--- src/rtl/pwm_fade_pkg.sv ---
// Shared definitions for the PWM fade sequencer: register map, CTRL bit
// positions and the breathing-sequence state encoding.
package pwm_fade_pkg;

    localparam int FADE_CTRL_ADDR     = 'h05;
    localparam int FADE_STEP_ADDR     = 'h06;
    localparam int FADE_PRESCALE_ADDR = 'h07;
    localparam int FADE_HOLD_ADDR     = 'h08;

    localparam int CTRL_EN_BIT      = 0;
    localparam int CTRL_ONESHOT_BIT = 1;

    typedef enum logic [2:0] {
        FADE_IDLE    = 3'd0,
        FADE_UP      = 3'd1,
        FADE_HOLD_HI = 3'd2,
        FADE_DOWN    = 3'd3,
        FADE_HOLD_LO = 3'd4
    } fade_state_e;

endpackage

--- src/rtl/pwm_fade_tick.sv ---
// Step-tick generator: a base divider chained into a programmable prescaler.
// One tick is produced every BASE_DIV*(prescale+1) clocks while running.
module pwm_fade_tick
    import pwm_fade_pkg::*;
#(
    parameter int BASE_DIV = 256
) (
    input  logic       clk,
    input  logic       rst_n,
    input  logic       clear,
    input  logic       run,
    input  logic [7:0] prescale,
    output logic       tick
);

    localparam int BW = $clog2(BASE_DIV);

    logic [BW-1:0] base_cnt;
    logic [7:0]    pre_cnt;
    logic          base_wrap;
    logic          pre_wrap;

    // The prescaler wraps on >= so a prescale value lowered mid-period
    // cannot leave the counter stranded above its new terminal count.
    assign base_wrap = (base_cnt == BW'(BASE_DIV - 1));
    assign pre_wrap  = (pre_cnt >= prescale);
    assign tick      = run && base_wrap && pre_wrap;

    // Counters sit at zero while idle or being cleared, otherwise free-run.
    always_ff @(posedge clk or negedge rst_n) begin
        if (!rst_n) begin
            base_cnt <= '0;
            pre_cnt  <= 8'd0;
        end else if (clear || !run) begin
            base_cnt <= '0;
            pre_cnt  <= 8'd0;
        end else if (base_wrap) begin
            base_cnt <= '0;
            pre_cnt  <= pre_wrap ? 8'd0 : pre_cnt + 8'd1;
        end else begin
            base_cnt <= base_cnt + BW'(1);
        end
    end

endmodule

--- src/rtl/pwm_fade_sequencer.sv ---
// Duty-cycle controller between the SPI register block and the PWM.
// Passes the SPI duty cycle through when idle; when enabled it drives a
// breathing ramp (up, hold high, down, hold low), continuous or one-shot.
module pwm_fade_sequencer
    import pwm_fade_pkg::*;
#(
    parameter int BASE_DIV = 256,
    parameter int ADDR_W   = 7
) (
    input  logic              clk,
    input  logic              rst_n,
    input  logic              wr_valid,
    input  logic [ADDR_W-1:0] wr_addr,
    input  logic [7:0]        wr_data,
    input  logic [7:0]        spi_duty_cycle,
    output logic [7:0]        pwm_duty_cycle,
    output logic              fade_active,
    output logic              fade_done
);

    fade_state_e state;
    fade_state_e next_state;

    logic       ctrl_en;
    logic       ctrl_oneshot;
    logic [7:0] step_reg;
    logic [7:0] prescale_reg;
    logic [7:0] hold_reg;

    logic [7:0] level;
    logic [7:0] next_level;
    logic [7:0] hold_cnt;
    logic [7:0] next_hold;
    logic       done_next;
    logic       start;
    logic       tick;

    logic       wr_ctrl;
    logic       wr_step;
    logic       wr_prescale;
    logic       wr_hold;

    logic [7:0] step_eff;
    logic [8:0] up_sum;
    logic [7:0] up_level;
    logic [7:0] down_level;

    assign wr_ctrl     = wr_valid && (wr_addr == ADDR_W'(FADE_CTRL_ADDR));
    assign wr_step     = wr_valid && (wr_addr == ADDR_W'(FADE_STEP_ADDR));
    assign wr_prescale = wr_valid && (wr_addr == ADDR_W'(FADE_PRESCALE_ADDR));
    assign wr_hold     = wr_valid && (wr_addr == ADDR_W'(FADE_HOLD_ADDR));

    // A zero step would stall the ramp forever, so it behaves as one.
    assign step_eff   = (step_reg == 8'd0) ? 8'd1 : step_reg;
    assign up_sum     = {1'b0, level} + {1'b0, step_eff};
    assign up_level   = up_sum[8] ? 8'hFF : up_sum[7:0];
    assign down_level = (level > step_eff) ? (level - step_eff) : 8'd0;

    assign fade_active = (state != FADE_IDLE);

    pwm_fade_tick #(
        .BASE_DIV (BASE_DIV)
    ) u_tick (
        .clk      (clk),
        .rst_n    (rst_n),
        .clear    (start),
        .run      (fade_active),
        .prescale (prescale_reg),
        .tick     (tick)
    );

    // Config registers; a completed one-shot drops EN so it can be re-armed.
    always_ff @(posedge clk or negedge rst_n) begin
        if (!rst_n) begin
            ctrl_en      <= 1'b0;
            ctrl_oneshot <= 1'b0;
            step_reg     <= 8'h01;
            prescale_reg <= 8'h00;
            hold_reg     <= 8'h00;
        end else begin
            if (done_next) begin
                ctrl_en <= 1'b0;
            end else if (wr_ctrl) begin
                ctrl_en <= wr_data[CTRL_EN_BIT];
            end
            if (wr_ctrl) begin
                ctrl_oneshot <= wr_data[CTRL_ONESHOT_BIT];
            end
            if (wr_step) begin
                step_reg <= wr_data;
            end
            if (wr_prescale) begin
                prescale_reg <= wr_data;
            end
            if (wr_hold) begin
                hold_reg <= wr_data;
            end
        end
    end

    // Sequence FSM: a disabling CTRL write outranks a same-cycle tick.
    always_comb begin
        next_state = state;
        next_level = level;
        next_hold  = hold_cnt;
        done_next  = 1'b0;
        start      = 1'b0;
        if (state == FADE_IDLE) begin
            next_level = 8'h00;
            if (wr_ctrl && wr_data[CTRL_EN_BIT] && !ctrl_en) begin
                start      = 1'b1;
                next_state = FADE_UP;
            end
        end else if (wr_ctrl && !wr_data[CTRL_EN_BIT]) begin
            next_state = FADE_IDLE;
            next_level = 8'h00;
        end else if (tick) begin
            case (state)
                FADE_UP: begin
                    next_level = up_level;
                    if (up_level == 8'hFF) begin
                        next_state = FADE_HOLD_HI;
                        next_hold  = hold_reg;
                    end
                end
                FADE_HOLD_HI: begin
                    if (hold_cnt == 8'd0) begin
                        next_state = FADE_DOWN;
                    end else begin
                        next_hold = hold_cnt - 8'd1;
                    end
                end
                FADE_DOWN: begin
                    next_level = down_level;
                    if (down_level == 8'd0) begin
                        if (ctrl_oneshot) begin
                            next_state = FADE_IDLE;
                            done_next  = 1'b1;
                        end else begin
                            next_state = FADE_HOLD_LO;
                            next_hold  = hold_reg;
                        end
                    end
                end
                FADE_HOLD_LO: begin
                    if (hold_cnt == 8'd0) begin
                        next_state = FADE_UP;
                    end else begin
                        next_hold = hold_cnt - 8'd1;
                    end
                end
                default: begin
                    next_state = FADE_IDLE;
                    next_level = 8'h00;
                end
            endcase
        end
    end

    // State, level and the registered outputs toward the PWM.
    always_ff @(posedge clk or negedge rst_n) begin
        if (!rst_n) begin
            state          <= FADE_IDLE;
            level          <= 8'h00;
            hold_cnt       <= 8'h00;
            pwm_duty_cycle <= 8'h00;
            fade_done      <= 1'b0;
        end else begin
            state          <= next_state;
            level          <= next_level;
            hold_cnt       <= next_hold;
            fade_done      <= done_next;
            pwm_duty_cycle <= (state == FADE_IDLE) ? spi_duty_cycle : next_level;
        end
    end

endmodule

--- config.mk ---
export PLATFORM = sky130hd
export DESIGN_NAME = pwm_fade_sequencer
export DESIGN_NICKNAME = d
export VERILOG_FILES = /design/src/rtl/pwm_fade_pkg.sv /design/src/rtl/pwm_fade_tick.sv /design/src/rtl/pwm_fade_sequencer.sv
export SDC_FILE = /design/constraint.sdc
export NUM_CORES = 1
export LEC_CHECK = 0
export ABC_CLOCK_PERIOD_IN_PS = 3680
export BUFFER_PORTS_ARGS = -buffer_cell sky130_fd_sc_hd__buf_4
export CAP_MARGIN = 15
export CORE_UTILIZATION = 55
export DETAILED_ROUTE_END_ITERATION = 10
export PLACE_DENSITY_LB_ADDON = 0.1
export SKIP_LAST_GASP = 1
export SLEW_MARGIN = 20
export SYNTH_ARGS = -nofsm -noshare
export SYNTH_HDL_FRONTEND = slang
export SYNTH_SLANG_ARGS = --single-unit
--- constraint.sdc ---
create_clock -name clk -period 3.68 [get_ports clk]
set_input_delay 0.736 -clock clk [delete_from_list [all_inputs] [get_ports clk]]
set_output_delay 0.736 -clock clk [all_outputs]
set_load 0.02 [all_outputs]
==> flow_summary.yaml <==
floorplan:
  rows: 32
  fp.dieW_um: 91.8
  ios: 36
  die_h_um: 91.8
  dieArea_sq_um: 8430
  initial_utilization: 0.571
  core_region_area_sq_um: 7770
synth:
  ys_ff_latch: 70
  async_flop_share: 1.00
  netlist_instances: 494
  synthFlopType: "dfrtp_1"
  ys_types: 65
  synth_fp_nets: 550
  synth_largest_area_cell: "dfrtp_1"
  syn-mean-instance-area_sq_um: 8.98
  synth_area_sq_um: 4440
  synth_area_leaders: "dfrtp_1, ha_1, o21ai_0, a21oi_1, nand2_1"
  synth_top_area_share: 0.389
  ys_seq_area_frac: 0.395
  synth_warnings: 0
  synth_edf_count: 0
route:
  routed_via_density: 5.87
  drc: 0
  vias: 3783
  drt_pass1_iterations: 4
  drt-initial-drc-count: 172
  routed_wl_mm: 10.7
  ant_nets: 0
  routedWlPerCell_um: 16.6
timing:
  layout_min_cycle_time_ns: 3.67
  drv_slew: 0
  finalClockSkew_ns: 0.0160
  fin_crit_sh: 0.998
  rsz0062_at_grt: "true"
  setup_viol: 0
  fmax_ghz: 0.272
  hold_ws_ns: 0.468
  slew-limit-headroom: 0.414
  setup-tns-final_ns: 0
  hold_viol_final: 0
  worstMarginPinSlew_ns: 0.879
clock_tree:
  cts_sinks: 70
  insertion_delay_ns: 0.36
  cts_tree: "done"
  cts.clk_slew.worst_paths_ns: 0.08
  max-clock-path-buffers: 2
  cts_buffers: 9
  cts-root-buf: "clkbuf_8"
  htree_levels: 3
  hold_buffers: 0
worst_setup_path:
  cp-startpoint: "step_reg[4]"
  worstSetupPathType: "reg2reg"
  cp-endpoint: "state[0]"
  worstPathRequired_ns: 3.97
  path_cells: "nor4_2 > a41o_1 > ha_2 > inv_2 > fa_1 > a311o_1 > or3_1 > nor4_2 > a311o_1 > or4b_4 > buf_6 > buf_12 > o21bai_1 > nand2_1"
  end_kind: "register"
  r2r-end: "state[0]"
  slowest_stage: "or4b_4"
  reg2reg_slack_ns: 0.006
  crit_arrival_ns: 3.97
  r2r_cells: 14
  crit_path_max_fanout: 3
  reg2reg_from: "step_reg[4]"
  startpoint_type: "register"
  critPathMaxStageDelay_ns: 0.47
placed_design:
  gp_congestion: 0.924
  io_buffers: 35
  dp_hpwl_mm: 7.95
  placed_cells: 627
final_layout:
  layout_commonest_cell: "dfrtp_1"
  stdcell_count: 645
  fin_nets: 594
  area_growth_pct: 16.3
  final_cell_mix: "dfrtp_1, buf_4, o21ai_0"
  diodes: 0
  nFillCells: 673
  drive_above_1_share: 0.197
global_routing:
  grt_pass1_vias: 3646
  grt_max_degree: 71
  track_usage: 0.271
  gr-total-overflow: 0
  antenna_found_initial: 0
  grt_pass1_wl_mm: 17.6
pwr:
  p_per_area_nw_per_um2: 401
  cellLeakagePower_uw: 0.00240
  ir_worst_vdd_v: 0.000212
  finalPower_uw: 2070
hold_path:
  hp-class: "in2async"
run_status:
  status: "completed"
flow_run:
  cap_violations: 0
## metrics by stage
| stage | utilization | setup WS (ns) | instance area [sq um] |
|---|---|---|---|
| 2_1_floorplan | - | 0.131 | 4440 |
| 3_3_place_gp | 0.627 | -0.00827 | 4870 |
| 3_5_place_dp | 0.627 | -0.0742 | 4870 |
| 4_1_cts | 0.656 | 0.00826 | 5100 |
| 5_1_grt | 0.664 | -0.171 | 5160 |
| 6_report | 0.664 | 0.00617 | 5160 |
## cell type report
class / instances / area, sq um / area share
clock buffers: 13 / 169 / 0.0327
clock inverters: 3 / 42.5 / 0.00825
flip-flops and latches: 70 / 1750 / 0.340
inverters: 36 / 135 / 0.0262
well taps: 102 / 128 / 0.0247
repair buffers: 58 / 452 / 0.0876
multi-input cells: 363 / 2480 / 0.481
## per-layer routing
metal  routed length (um)  global-route usage  vias up  share of wire
li1                     -                   -     1849              -
met5                    0                   0        -              0
met4                  326               0.112        0          0.030
met3                  400              0.0473       26          0.037
met2                 4870               0.416       94           0.45
met1                 5110               0.379     1814           0.48
## how the worst min path moves through the flow
stage                     slack (ns)                 end
final                           0.47  u_tick.base_cnt[6]
after detailed placement        0.47  u_tick.base_cnt[0]
after global routing            0.52  u_tick.base_cnt[0]
after CTS                       0.48  u_tick.base_cnt[0]
after floorplan                 0.44             ctrl_en
after global placement          0.47  u_tick.base_cnt[0]
## synth_stat cells (all sizes together), types with 7 or more instances
cell type,count
o21ai,46
nor2b,10
nand3,13
mux2,11
nor4,8
xnor2,8
clkbuf,19
nor3,11
a21o,9
ha,28
nand2,44
nand2b,14
nor2,31
xor2,7
dfrtp,69
a21oi,37
inv,36
## cells by family after synthesis
family                   after synthesis  synth area share
multiplexers                          13            0.0324
AND/OR/NAND/NOR                      163             0.189
XOR/XNOR                              15            0.0296
buffers and inverters                 61            0.0564
flip-flops                            70             0.395
adder cells (fa/ha/maj)               30            0.0880
AO/OA/AOI/OAI                        142             0.210
## critical path: cells and delay by family (launching register included)
family / cells / cell delay (ns)
AOI/OAI and AO/OA: 4 / 0.91
adders and majority gates: 2 / 0.67
buffers and inverters: 3 / 0.30
DFF: 1 / 0.40
and+or+nand+nor: 5 / 1.33
## where the power goes
part	internal, uW	switching, uW
logic	217	282
clock network	368	295
registers	848	60.3
## timing repair
item,CTS,global route
endpoints found under the setup margin,3,4
buffers inserted,0,2
endpoints found under the hold margin,0,0
pin swaps,1,6
resized for setup,4,8
(Power assumes the default switching activity.)
